<file path="src/rtl/csa_pkg.sv">
// Shared constants and tree-shape helpers for the carry-save lane accumulator.
package csa_pkg;

   localparam int ACC_GUARD      = 16;
   localparam int N_DEF          = 8;
   localparam int WIDTH_DEF      = 16;
   localparam int PIPE_DEPTH_DEF = 2;
   localparam int OUT_WIDTH_DEF  = 32;

   function automatic int accWidth(input int width, input int n);
      return width + $clog2(n) + ACC_GUARD;
   endfunction

   // Operands entering tree level lvl: every full triple becomes a pair, leftovers pass through.
   function automatic int opsAt(input int n, input int lvl);
      int m;
      m = n;
      for (int i = 0; i < lvl; i++) m = 2 * (m / 3) + m % 3;
      return m;
   endfunction

   function automatic int treeLevels(input int n);
      int m;
      int l;
      m = n;
      l = 0;
      while (m > 2) begin
         m = 2 * (m / 3) + m % 3;
         l++;
      end
      return l;
   endfunction

endpackage

</file>
<file path="src/rtl/csa_3to2.sv">
// Combinational 3:2 compressor: three operands in, sum and left-shifted carry out.
module csa_3to2 #(
   parameter int W = 8
) (
   input  logic [W-1:0] a_i,
   input  logic [W-1:0] b_i,
   input  logic [W-1:0] c_i,
   output logic [W-1:0] sum_o,
   output logic [W-1:0] carry_o
);

   assign sum_o   = a_i ^ b_i ^ c_i;
   assign carry_o = {(a_i[W-2:0] & b_i[W-2:0]) | (a_i[W-2:0] & c_i[W-2:0]) |
                     (b_i[W-2:0] & c_i[W-2:0]), 1'b0};

endmodule

</file>
<file path="src/rtl/csa_acc_pipe.sv">
// Pipelined carry-save lane reducer with group accumulator and valid/ready output.
// Define CSA_SAT_EN to clamp out-of-range results instead of truncating them.
module csa_acc_pipe
   import csa_pkg::*;
#(
   parameter int N          = N_DEF,
   parameter int WIDTH      = WIDTH_DEF,
   parameter int PIPE_DEPTH = PIPE_DEPTH_DEF,
   parameter int OUT_WIDTH  = OUT_WIDTH_DEF
) (
   input  logic                    clk,
   input  logic                    rst_n,
   input  logic [N-1:0][WIDTH-1:0] in,
   input  logic                    in_valid,
   input  logic                    in_last,
   input  logic                    signed_mode,
   output logic                    in_ready,
   output logic [OUT_WIDTH-1:0]    out_sum,
   output logic                    out_ovf,
   output logic                    out_valid,
   input  logic                    out_ready
);

   localparam int ACC_W  = accWidth(WIDTH, N);
   localparam int LEVELS = treeLevels(N);
   localparam int XW     = ((ACC_W > OUT_WIDTH) ? ACC_W : OUT_WIDTH) + 1;

   logic                  stall;
   logic                  inFirst_q, grpMode_q, laneMode;
   logic [ACC_W-1:0]      lanes [N];
   logic [PIPE_DEPTH-1:0] vld_q, last_q, mode_q;
   logic [PIPE_DEPTH:0]   vldChain, lastChain, modeChain;
   logic [ACC_W-1:0]      sum_q, acc_q, total;
   logic                  sumVld_q, sumLast_q, sumMode_q, accFirst_q;
   logic [XW-1:0]         wide;
   logic                  fits;
   logic [OUT_WIDTH-1:0]  res_d, outSum_q;
   logic                  outValid_q, outOvf_q;

   assign stall     = outValid_q && !out_ready;
   assign in_ready  = !stall;
   assign laneMode  = inFirst_q ? signed_mode : grpMode_q;
   assign vldChain  = {vld_q, in_valid};
   assign lastChain = {last_q, in_last};
   assign modeChain = {mode_q, laneMode};

   always_comb begin
      for (int i = 0; i < N; i++)
         lanes[i] = {{(ACC_W-WIDTH){laneMode & in[i][WIDTH-1]}}, in[i]};
   end

   // The group's signedness is latched from its first beat and reused for the rest.
   always_ff @(posedge clk or negedge rst_n) begin
      if (!rst_n) begin
         inFirst_q <= 1'b1;
         grpMode_q <= 1'b0;
      end else if (in_valid && in_ready) begin
         inFirst_q <= in_last;
         grpMode_q <= laneMode;
      end
   end

   always_ff @(posedge clk or negedge rst_n) begin
      if (!rst_n) begin
         vld_q  <= '0;
         last_q <= '0;
         mode_q <= '0;
      end else if (!stall) begin
         vld_q  <= vldChain[PIPE_DEPTH-1:0];
         last_q <= lastChain[PIPE_DEPTH-1:0];
         mode_q <= modeChain[PIPE_DEPTH-1:0];
      end
   end

   // Tree levels are spread evenly over the register stages; a stage may own no level.
   for (genvar s = 0; s < PIPE_DEPTH; s++) begin : g_stg
      localparam int LO = s * LEVELS / PIPE_DEPTH;
      localparam int HI = (s + 1) * LEVELS / PIPE_DEPTH;
      logic [ACC_W-1:0] din   [N];
      logic [ACC_W-1:0] dout  [N];
      logic [ACC_W-1:0] ops_q [N];

      if (s == 0) begin : g_src_in
         assign din = lanes;
      end else begin : g_src_reg
         assign din = g_stg[s-1].ops_q;
      end

      for (genvar l = LO; l < HI; l++) begin : g_lvl
         localparam int M = opsAt(N, l);
         localparam int C = M / 3;
         localparam int R = M % 3;
         logic [ACC_W-1:0] src [N];
         logic [ACC_W-1:0] dst [N];

         if (l == LO) begin : g_first
            assign src = din;
         end else begin : g_chain
            assign src = g_lvl[l-1].dst;
         end

         for (genvar j = 0; j < C; j++) begin : g_csa
            csa_3to2 #(.W(ACC_W)) u_csa (
               .a_i     (src[3*j]),
               .b_i     (src[3*j+1]),
               .c_i     (src[3*j+2]),
               .sum_o   (dst[2*j]),
               .carry_o (dst[2*j+1])
            );
         end
         for (genvar j = 0; j < R; j++) begin : g_pass
            assign dst[2*C+j] = src[3*C+j];
         end
         for (genvar j = 2*C+R; j < N; j++) begin : g_fill
            assign dst[j] = '0;
         end
      end

      if (HI > LO) begin : g_out_tree
         assign dout = g_lvl[HI-1].dst;
      end else begin : g_out_pass
         assign dout = din;
      end

      always_ff @(posedge clk or negedge rst_n) begin
         if (!rst_n)      ops_q <= '{default: '0};
         else if (!stall) ops_q <= dout;
      end
   end

   // Final carry-propagate add gets its own stage so the accumulator add stays short.
   always_ff @(posedge clk or negedge rst_n) begin
      if (!rst_n) begin
         sum_q     <= '0;
         sumVld_q  <= 1'b0;
         sumLast_q <= 1'b0;
         sumMode_q <= 1'b0;
      end else if (!stall) begin
         sum_q     <= g_stg[PIPE_DEPTH-1].ops_q[0] + g_stg[PIPE_DEPTH-1].ops_q[1];
         sumVld_q  <= vldChain[PIPE_DEPTH];
         sumLast_q <= lastChain[PIPE_DEPTH];
         sumMode_q <= modeChain[PIPE_DEPTH];
      end
   end

   assign total = (accFirst_q ? '0 : acc_q) + sum_q;

   always_ff @(posedge clk or negedge rst_n) begin
      if (!rst_n) begin
         acc_q      <= '0;
         accFirst_q <= 1'b1;
      end else if (!stall && sumVld_q) begin
         acc_q      <= total;
         accFirst_q <= sumLast_q;
      end
   end

   always_comb begin
      wide = {{(XW-ACC_W){sumMode_q & total[ACC_W-1]}}, total};
      if (sumMode_q) fits = (wide[XW-1:OUT_WIDTH-1] == {(XW-OUT_WIDTH+1){wide[XW-1]}});
      else           fits = (wide[XW-1:OUT_WIDTH] == '0);
      res_d = wide[OUT_WIDTH-1:0];
`ifdef CSA_SAT_EN
      if (!fits) begin
         if (!sumMode_q)      res_d = '1;
         else if (wide[XW-1]) res_d = {1'b1, {(OUT_WIDTH-1){1'b0}}};
         else                 res_d = {1'b0, {(OUT_WIDTH-1){1'b1}}};
      end
`endif
   end

   always_ff @(posedge clk or negedge rst_n) begin
      if (!rst_n) begin
         outValid_q <= 1'b0;
         outSum_q   <= '0;
         outOvf_q   <= 1'b0;
      end else if (!stall) begin
         outValid_q <= sumVld_q && sumLast_q;
         if (sumVld_q && sumLast_q) begin
            outSum_q <= res_d;
            outOvf_q <= !fits;
         end
      end
   end

   assign out_sum   = outSum_q;
   assign out_ovf   = outOvf_q;
   assign out_valid = outValid_q;

endmodule

</file>
<file path="config.mk">
export PLATFORM = sky130hd
export DESIGN_NAME = csa_acc_pipe
export DESIGN_NICKNAME = d
export VERILOG_FILES = /design/src/rtl/csa_pkg.sv /design/src/rtl/csa_3to2.sv /design/src/rtl/csa_acc_pipe.sv
export SDC_FILE = /design/constraint.sdc
export NUM_CORES = 1
export LEC_CHECK = 0
export CAP_MARGIN = 40
export CORE_UTILIZATION = 60
export CTS_CLUSTER_SIZE = 8
export DETAILED_ROUTE_END_ITERATION = 12
export PLACE_DENSITY = 0.8
export SLEW_MARGIN = 5
export SYNTH_ARGS = -nofsm -noshare
export SYNTH_HDL_FRONTEND = slang
export SYNTH_HIERARCHICAL = 1
export SYNTH_SLANG_ARGS = --single-unit
</file>
<file path="constraint.sdc">
create_clock -name clk -period 6.7 [get_ports clk]
set_clock_uncertainty 0.15 [all_clocks]
set_input_delay 1.34 -clock clk [delete_from_list [all_inputs] [get_ports clk]]
set_output_delay 1.34 -clock clk [all_outputs]
set_load 0.005 [all_outputs]
</file>
### Word-level counts from Yosys, hierarchy flattened

Index checks and enable logic that the tools add are counted.

| word-level totals | value |
|---|---|
| input bits | 134 |
| output and inout bits | 35 |
| bits in registers | 323 |
| logic and storage cells | 87 |

| operators by class | value |
|---|---|
| reductions and logical operators | 9 |
| equal/unequal tests | 1 |
| add/subtract/negate cells | 2 |
| multiplexer cells | 3 |
| bitwise operators | 52 |

Operator list:

| kind | count |
|---|---|
| $and 34x34->34 | 18 |
| $xor 35x35->35 | 12 |
| $or 34x34->34 | 12 |
| $add 35x35->35 | 2 |
| $mux 35 | 1 |
| $and 1x1->1 | 9 |
| $eq 4x4->1 | 1 |
| $logic_and 1x1->1 | 4 |
| $logic_not 4->1 | 1 |
| $logic_not 1->1 | 3 |
| $mux 1 | 2 |
| $reduce_and 2->1 | 1 |
| $not 1->1 | 1 |

### Depth between registers and ports, before layout

Gate-level depths: netlist of the first run.

| depth | value |
|---|---|
| depth in word-level cells | 8 |
| depth in mapped cells | 14 |

### By module

The synthesis of the first run kept the hierarchy.

By module, submodules not included:

| module | instances | area an instance (um^2) | cells an instance |
|---|---|---|---|
| csa_acc_pipe | 1 | 15950.3 | 1817 |
| csa_3to2 | 6 | 715.7 | 37 |

### Worst setup path after synthesis of the first run

Ideal clock, no wire load.

| timing | value |
|---|---|
| path type | input-to-reg |
| start point | input port signed_mode |
| end point | register g_stg[0].ops_q[261] (netlist name) |
| buffers on the path | 0 |
| setup time | 65 ps |
| path slack | 1876 ps |
| arrival time | 4609 ps |
| data required time | 6485 ps |
| stages | 6 |
| path through | mux2i_1 -> nor2b_1 -> fa_1 -> fa_1 -> nand2_1 -> nand2_1 |

RTL lines:

| element | RTL line | RTL |
|---|---|---|
| start, declared | csa_acc_pipe.sv:16 | `input logic signed_mode,` |
| end signal, assigned | csa_acc_pipe.sv:127 | `else if (!stall) ops_q <= dout;` |
| end, declared | csa_acc_pipe.sv:81 | `logic [ACC_W-1:0] ops_q [N];` |

### Final worst setup path of the first run

| timing | value |
|---|---|
| start point | input port out_ready |
| end point | output port in_ready |

| on the way | value |
|---|---|
| cells in the longest elaborated chain, start to end | 3 |

Ends and longest elaborated chain:

| element | RTL line | RTL |
|---|---|---|
| start, declared | csa_acc_pipe.sv:21 | `input logic out_ready` |
| $logic_not 1->1 | csa_acc_pipe.sv:40 | `assign stall = outValid_q && !out_ready;` |
| $logic_and 1x1->1 | csa_acc_pipe.sv:40 |  |
| $logic_not 1->1 | -- |  |
| end, declared | csa_acc_pipe.sv:17 | `output logic in_ready,` |

No other way between the ends.

==> metrics.csv, run 1 <==
stage,metric,value,unit
run_status,outcome,finished clean,
setup_path,r2r_slack,2.60,ns
placed_design,place_ws,2.28,ns
power_and_ir_drop,power.internal,7.51,mW
synth,ys_warn_count,6,
sta,maxSlewViolCount,0,
power_and_ir_drop,totalPowerFinal,13.1,mW
setup_path,critPathArrivalTime,2.91,ns
sta,worstMarginPinSlew,1.25,ns
sta,hold_viol,0,
final_layout,nFillCells,2404,
setup_path,critical_path_class,input port to output pin,
final_layout,fin_nets,2599,
worst_hold_path,hold_depth,2,
power_and_ir_drop,clockPowerShare,0.159,
clocking,htree_levels,2,
setup_path,r2r_end,out_ovf,
global_route,grt_pass1_vias,15000,
placed_design,port_buffers,168,
global_route,track_usage,0.265,
global_route,antenna_found_initial,0,
global_route,grt_max_degree,255,
route,drcViolationCount,0,
final_layout,multi_input_area,11700,um2
placed_design,place_congestion,0.920,
die,coreArea,32900,um2
final_layout,seqCellArea,8160,um2
synth,synthArstFlopShare,1.00,
clocking,cts_root_buf,clkbuf_16,
synth,synth-seq-area-share,0.403,
die,die_x,186,um
die,initial_core_util,0.616,
die,row_count,66,
power_and_ir_drop,leakagePower,11.4,nW
final_layout,area_growth,17.0,%
die,io-pin-count,169,
power_and_ir_drop,seq_power_share,0.271,
clocking,clock_latency,0.55,ns
clocking,clock_path_buffers,3,
worst_hold_path,hold_end,mode_q[1],
route,routedWlPerCell,16.4,um
synth,yosys.area_share.simple,0.198,
clocking,cts_tree,done,
clocking,tritoncts.num_buffers,46,
synth,syn_inst,2039,
power_and_ir_drop,combPwrFrac,0.569,
synth,yosys.area.top_type,dfrtp_1,
clocking,clk_pin_slew,0.05,ns
setup_path,crit_path_start_kind,input port,
final_layout,diodes,0,
power_and_ir_drop,ir_worst_vdd,0.271,mV
synth,synth_flop_cell,dfrtp_1,
sta,setup_viol,0,
clocking,cts_resized,0,
power_and_ir_drop,powerDensity,555,nW/um2
synth,synth_xor_area_frac,0.0278,
sta,rsz0062_at_grt,false,
synth,synth_fa_ha_area_frac,0.246,
sta,fmax,0.227,GHz
die,die_h,186,um
synth,synth_edf_count,0,
final_layout,final_cell_area,23700,um2
route,post_drt_via_cell_ratio,5.51,
power_and_ir_drop,switchingPower,5.63,mW
sta,fin_crit,4.40,ns
final_layout,finalNonFillerCells,2653,
synth,synth_top_family_by_area,adder cells,
setup_path,critPathCaptureType,output pin,
job,maxCapViolCount,0,
worst_hold_path,min_path_type,flip-flop to flip-flop,
synth,syn-num-nets,2447,
synth,synth-compound-area-share,0.0821,
sta,fin_setup_tns,0,ns
clocking,hold_buffers,0,
setup_path,rr_startpoint,accFirst_q,
synth,yosysMostFrequentCell,nand2_1,
route,via_count,14600,
route,postRouteAntennaNets,0,
synth,synth.area.mux_share,0.0204,
sta,layout_setup_ws,2.30,ns
global_route,grt.overflow.total,0,
route,drt_iter0_drc,1033,
synth,syn_area,20200,um2
clocking,clock-sinks,326,
synth,synth.top_cell.area_share,0.400,
setup_path,reg2reg_depth,12,
worst_hold_path,min_from,mode_q[1],
placed_design,placed_area,22400,um2
sta,slew_headroom,0.168,
setup_path,path_max_fanout,23,
route,drtPass1Iterations,5,
placed_design,dp_hpwl,30000,um
setup_path,worstPathRequired,5.21,ns
synth,synth_cell_type_count,65,
synth,yosys_register_bits,326,
power_and_ir_drop,swShare,0.428,
placed_design,dp.cells,2585,
global_route,grt_pass1_wl,72700,um
sta,min_period_over_period,0.656,
clocking,cts_setup_buffers,0,
route,wirelength,43500,um
final_layout,layout-drive-gt1-share,0.0615,
synth,synth_area_per_cell,9.93,um2
die,die_area,34500,um2
synth,synthTopCellsByCount,"nand2_1, dfrtp_1, fa_1",
synth,synth.area.top_cells,"dfrtp_1, fa_1, nand2_1",
## final cells by class
class                           instances  area share
Clock inverter                          2     0.00121
Multi-Input combinational cell       1602       0.493
Timing Repair Buffer                  188      0.0811
Clock buffer                           66      0.0527
Inverter                               27     0.00449
Sequential cell                       326       0.344
Tap cell                              442      0.0233
## stage by stage
step | hold WS [ns] | util
4_1_cts | 0.316 | 0.721
5_1_grt | 0.344 | 0.721
3_5_place_dp | 0.305 | 0.682
2_1_floorplan | 0.289 | -
3_3_place_gp | 0.299 | 0.680
6_report | 0.316 | 0.721
## critical path, stage by stage
cell and delay, ns:
clkdlybuf4s50_1 0.45, nor2b_4 0.44, inv_6 0.18, clkdlybuf4s50_1 0.49
## kinds of logic (layout without fill, tap and decap cells)
group	Yosys count	count (layout)
buffers and inverters	111	283
adders and majority gates	274	274
AOI/OAI and AO/OA	253	253
xor gates and xnor gates	54	54
DFF	326	326
muxes	37	37
other	6	6
and+or+nand+nor	978	978
## worst max path at each step
stage,start,endpoint
finish,out_ready,in_ready
global route,out_ready,in_ready
CTS,out_ready,in_ready
detailed placement,out_ready,in_ready
global placement,signed_mode,g_stg[0].ops_q[270]
floorplan,signed_mode,g_stg[0].ops_q[261]
## per-layer routing
metal / vias to the layer above / track usage / wire, um
met5: - / 0 / 0
met1: 7244 / 0.367 / 18800
met3: 66 / 0.0477 / 2480
met2: 398 / 0.435 / 21300
met4: 0 / 0.0682 / 868
li1: 6919 / - / -
## power by group through the flow
stage	clock network [mW]	logic (mW)	registers [mW]
final	2.09	7.49	3.57
after global routing	2.22	8.51	3.68
after CTS	2.14	7.51	3.57
after detailed placement	0	7.39	3.59
after global placement	0	7.11	3.54
after floorplan	0	5.59	3.39
## registers in the layout, indices dropped and copies added (netlist names), 2 cells and up
signal and flops:
out_sum 32, sum_q 35, g_stg.ops_q 210, vld_q 2
mode_q 2, last_q 2, acc_q 35
## placed cells by master (no fill, tap or decap), types with 13 or more instances in the layout
cell type        count
nand2_1            791
dfrtp_1            324
fa_1               206
clkdlybuf4s50_1    167
a21oi_1             83
ha_1                68
nor2_1              53
o21ai_0             48
clkbuf_16           47
nor2b_1             38
mux2_2              34
xnor2_1             30
inv_1               26
a21o_1              26
clkbuf_1            19
xor2_1              18
nor3_1              17
nand3_1             13
buf_4               13
No activity file was read; power rests on OpenSTA's default activity.
==> inputs of run 2 (changes only) <==
--- a/config.mk
+++ b/config.mk
@@ -6,10 +6,10 @@
 export NUM_CORES = 1
 export LEC_CHECK = 0
 export CAP_MARGIN = 40
-export CORE_UTILIZATION = 60
+export CORE_UTILIZATION = 54
 export CTS_CLUSTER_SIZE = 8
 export DETAILED_ROUTE_END_ITERATION = 12
-export PLACE_DENSITY = 0.8
+export PLACE_DENSITY = 0.76
 export SLEW_MARGIN = 5
 export SYNTH_ARGS = -nofsm -noshare
 export SYNTH_HDL_FRONTEND = slang
==> constraint.sdc (replaced) <==
create_clock -name clk -period 4 [get_ports clk]
set_clock_uncertainty 0.15 [all_clocks]
set_input_delay 0.8 -clock clk [delete_from_list [all_inputs] [get_ports clk]]
set_output_delay 0.8 -clock clk [all_outputs]
set_load 0.005 [all_outputs]
==> metrics.csv, run 2 (synthesis gave the netlist of run 1 again) <==
stage,metric,value,unit,change
final_layout,largest_reg_flops,210,,unchanged
placed_design,port_buffers,168,,unchanged
sta,rsz0062_at_grt,false,,
die,initial_core_util,0.550,,-0.0656
route,post_drt_via_cell_ratio,5.40,,-2.1%
sta,min_period_over_period,0.918,,
clocking,tritoncts.num_buffers,47,,+2.2%
power_and_ir_drop,totalPowerFinal,22.1,mW,+68%
final_layout,fin_nets,2605,,+0.23%
clocking,clk_pin_slew,0.05,ns,about the same
final_layout,layout-drive-gt1-share,0.0642,,+0.00266
route,via_count,14500,,-1.1%
clocking,clock_path_buffers,3,,unchanged
final_layout,final_common_cell,nand2_1,,
final_layout,multi_input_area,11700,um2,about the same
setup_path,cp_slowest_stage_delay,0.62,ns,+0.13 ns
power_and_ir_drop,ir_worst_vdd,0.421,mV,+56%
global_route,grt.overflow.total,0,,unchanged
global_route,antenna_found_initial,0,,unchanged
clocking,cts_tree,done,,
setup_path,critical_path_class,flip-flop to flip-flop,,
final_layout,final_cell_mix,"nand2_1, dfrtp_1, fa_1",,
sta,fin_crit,3.67,ns,
global_route,grt_pass1_wl,74200,um,+2.1%
clocking,hold_buffers,0,,unchanged
route,drtPass1Iterations,5,,unchanged
sta,fin_setup_tns,0,ns,unchanged
setup_path,critPathCaptureType,flip-flop,,
clocking,htree_levels,2,,unchanged
setup_path,crit_path_start_kind,flip-flop,,
setup_path,path_buf_inv,1,,-2
clocking,cts_root_buf,clkbuf_16,,
clocking,clock-sinks,326,,unchanged
clocking,cts_resized,0,,unchanged
setup_path,critPathArrivalTime,3.94,ns,+1.03 ns
setup_path,worstPathRequired,4.27,ns,-0.94 ns
power_and_ir_drop,powerDensity,927,nW/um2,+67%
sta,hold_viol,0,,unchanged
global_route,grt_pass1_vias,14900,,-0.40%
setup_path,path_max_fanout,29,,+26%
die,die_h,196,um,+5.4%
setup_path,crit_start,accFirst_q,,
global_route,grt_max_degree,268,,+5.1%
final_layout,diodes,0,,unchanged
final_layout,reg.largest.list,"g_stg.ops_q x210, acc_q x35, sum_q x35",,
setup_path,rr_startpoint,accFirst_q,,
sta,worstMarginPinSlew,1.38,ns,+0.136 ns
clocking,clock_latency,0.56,ns,about the same
final_layout,nFillCells,2898,,+21%
final_layout,area_growth,17.7,%,
power_and_ir_drop,leakagePower,11.5,nW,+0.49%
job,maxCapViolCount,0,,unchanged
setup_path,crit_family,compound AO/OA/AOI/OAI gates,,
worst_hold_path,min_path_type,input port to asynchronous set/reset pin,,
die,row_count,70,,+6.1%
die,die_x,196,um,+5.4%
run_status,outcome,finished clean,,
setup_path,cp_slowest_cell,dfstp_2,,
route,drcViolationCount,0,,unchanged
setup_path,r2r_slack,0.33,ns,-2.27 ns
route,postRouteAntennaNets,0,,unchanged
sta,fmax,0.272,GHz,
sta,setup_viol,0,,unchanged
route,drt_iter0_drc,808,,-22%
sta,maxSlewViolCount,0,,unchanged
final_layout,regMostFlops,g_stg.ops_q,,
placed_design,dp_hpwl,31000,um,+3.2%
final_layout,seqCellArea,8160,um2,unchanged
global_route,track_usage,0.239,,-0.0259
placed_design,place_congestion,0.926,,+0.62%
die,coreArea,36800,um2,+12%
clocking,cts_setup_buffers,0,,unchanged
sta,slew_headroom,0.0771,,-0.0909
die,io-pin-count,169,,unchanged
die,die_area,38300,um2,+11%
route,wirelength,43700,um,+0.50%
final_layout,finalCoreUtilization,0.648,,-0.0730
setup_path,crit_chain,"buf_12, nor2b_1, ha_1, a21o_1, a211oi_1, nand2b_1, o31ai_2, o21ai_1, o41ai_1, xor2_1, nor4_1, nor3_1",,
route,routedWlPerCell,16.3,um,-0.55%
-- run 2: path summary, 6_finish.rpt --
kind	end	depth (start not counted)
worst max-delay path	out_ovf	12
worst min-delay path	out_sum[30]	1
worst max register to register	out_ovf	12
worst min register to register	g_stg[1].ops_q[245]	2
max in group asynchronous	g_stg[0].ops_q[196]	2
min in group clk	g_stg[1].ops_q[245]	2
-- run 2: cell type report --
cell class | instances | share of cell area
Inverter | 27 | 0.00457
Tap cell | 468 | 0.0246
Clock buffer | 63 | 0.0537
Timing Repair Buffer | 193 | 0.0839
Clock inverter | 2 | 0.00121
Sequential cell | 326 | 0.342
Multi-Input combinational cell | 1602 | 0.490
-- run 2: per-stage QoR --
| step | std cells | cell area, um2 | hold slack [ns] | worst slack [ns] |
|---|---|---|---|---|
| 6_report | 2681 | 23800 | 0.167 | 0.328 |
| 2_1_floorplan | 2039 | 20300 | 0.289 | 0.280 |
| 5_1_grt | 2681 | 23800 | 0.235 | 0.117 |
| 3_3_place_gp | 2616 | 22500 | 0.302 | 0.485 |
| 4_1_cts | 2681 | 23800 | 0.199 | 0.366 |
| 3_5_place_dp | 2616 | 22500 | 0.311 | 0.379 |
-- run 2: layer usage --
layer / vias up / global-route usage / wire (um)
met5: - / 0 / 0
met4: 0 / 0.0537 / 658
met3: 54 / 0.0373 / 1860
met2: 310 / 0.382 / 20500
met1: 7146 / 0.347 / 20800
li1: 6961 / - / -
-- run 2: power by group --
group / total [mW] / switching, mW / internal [mW]
combinational: 12.6 / 6.95 / 5.61
sequential: 5.94 / 1.02 / 4.92
clock: 3.58 / 1.39 / 2.19
total: 22.1 / 9.36 / 12.7
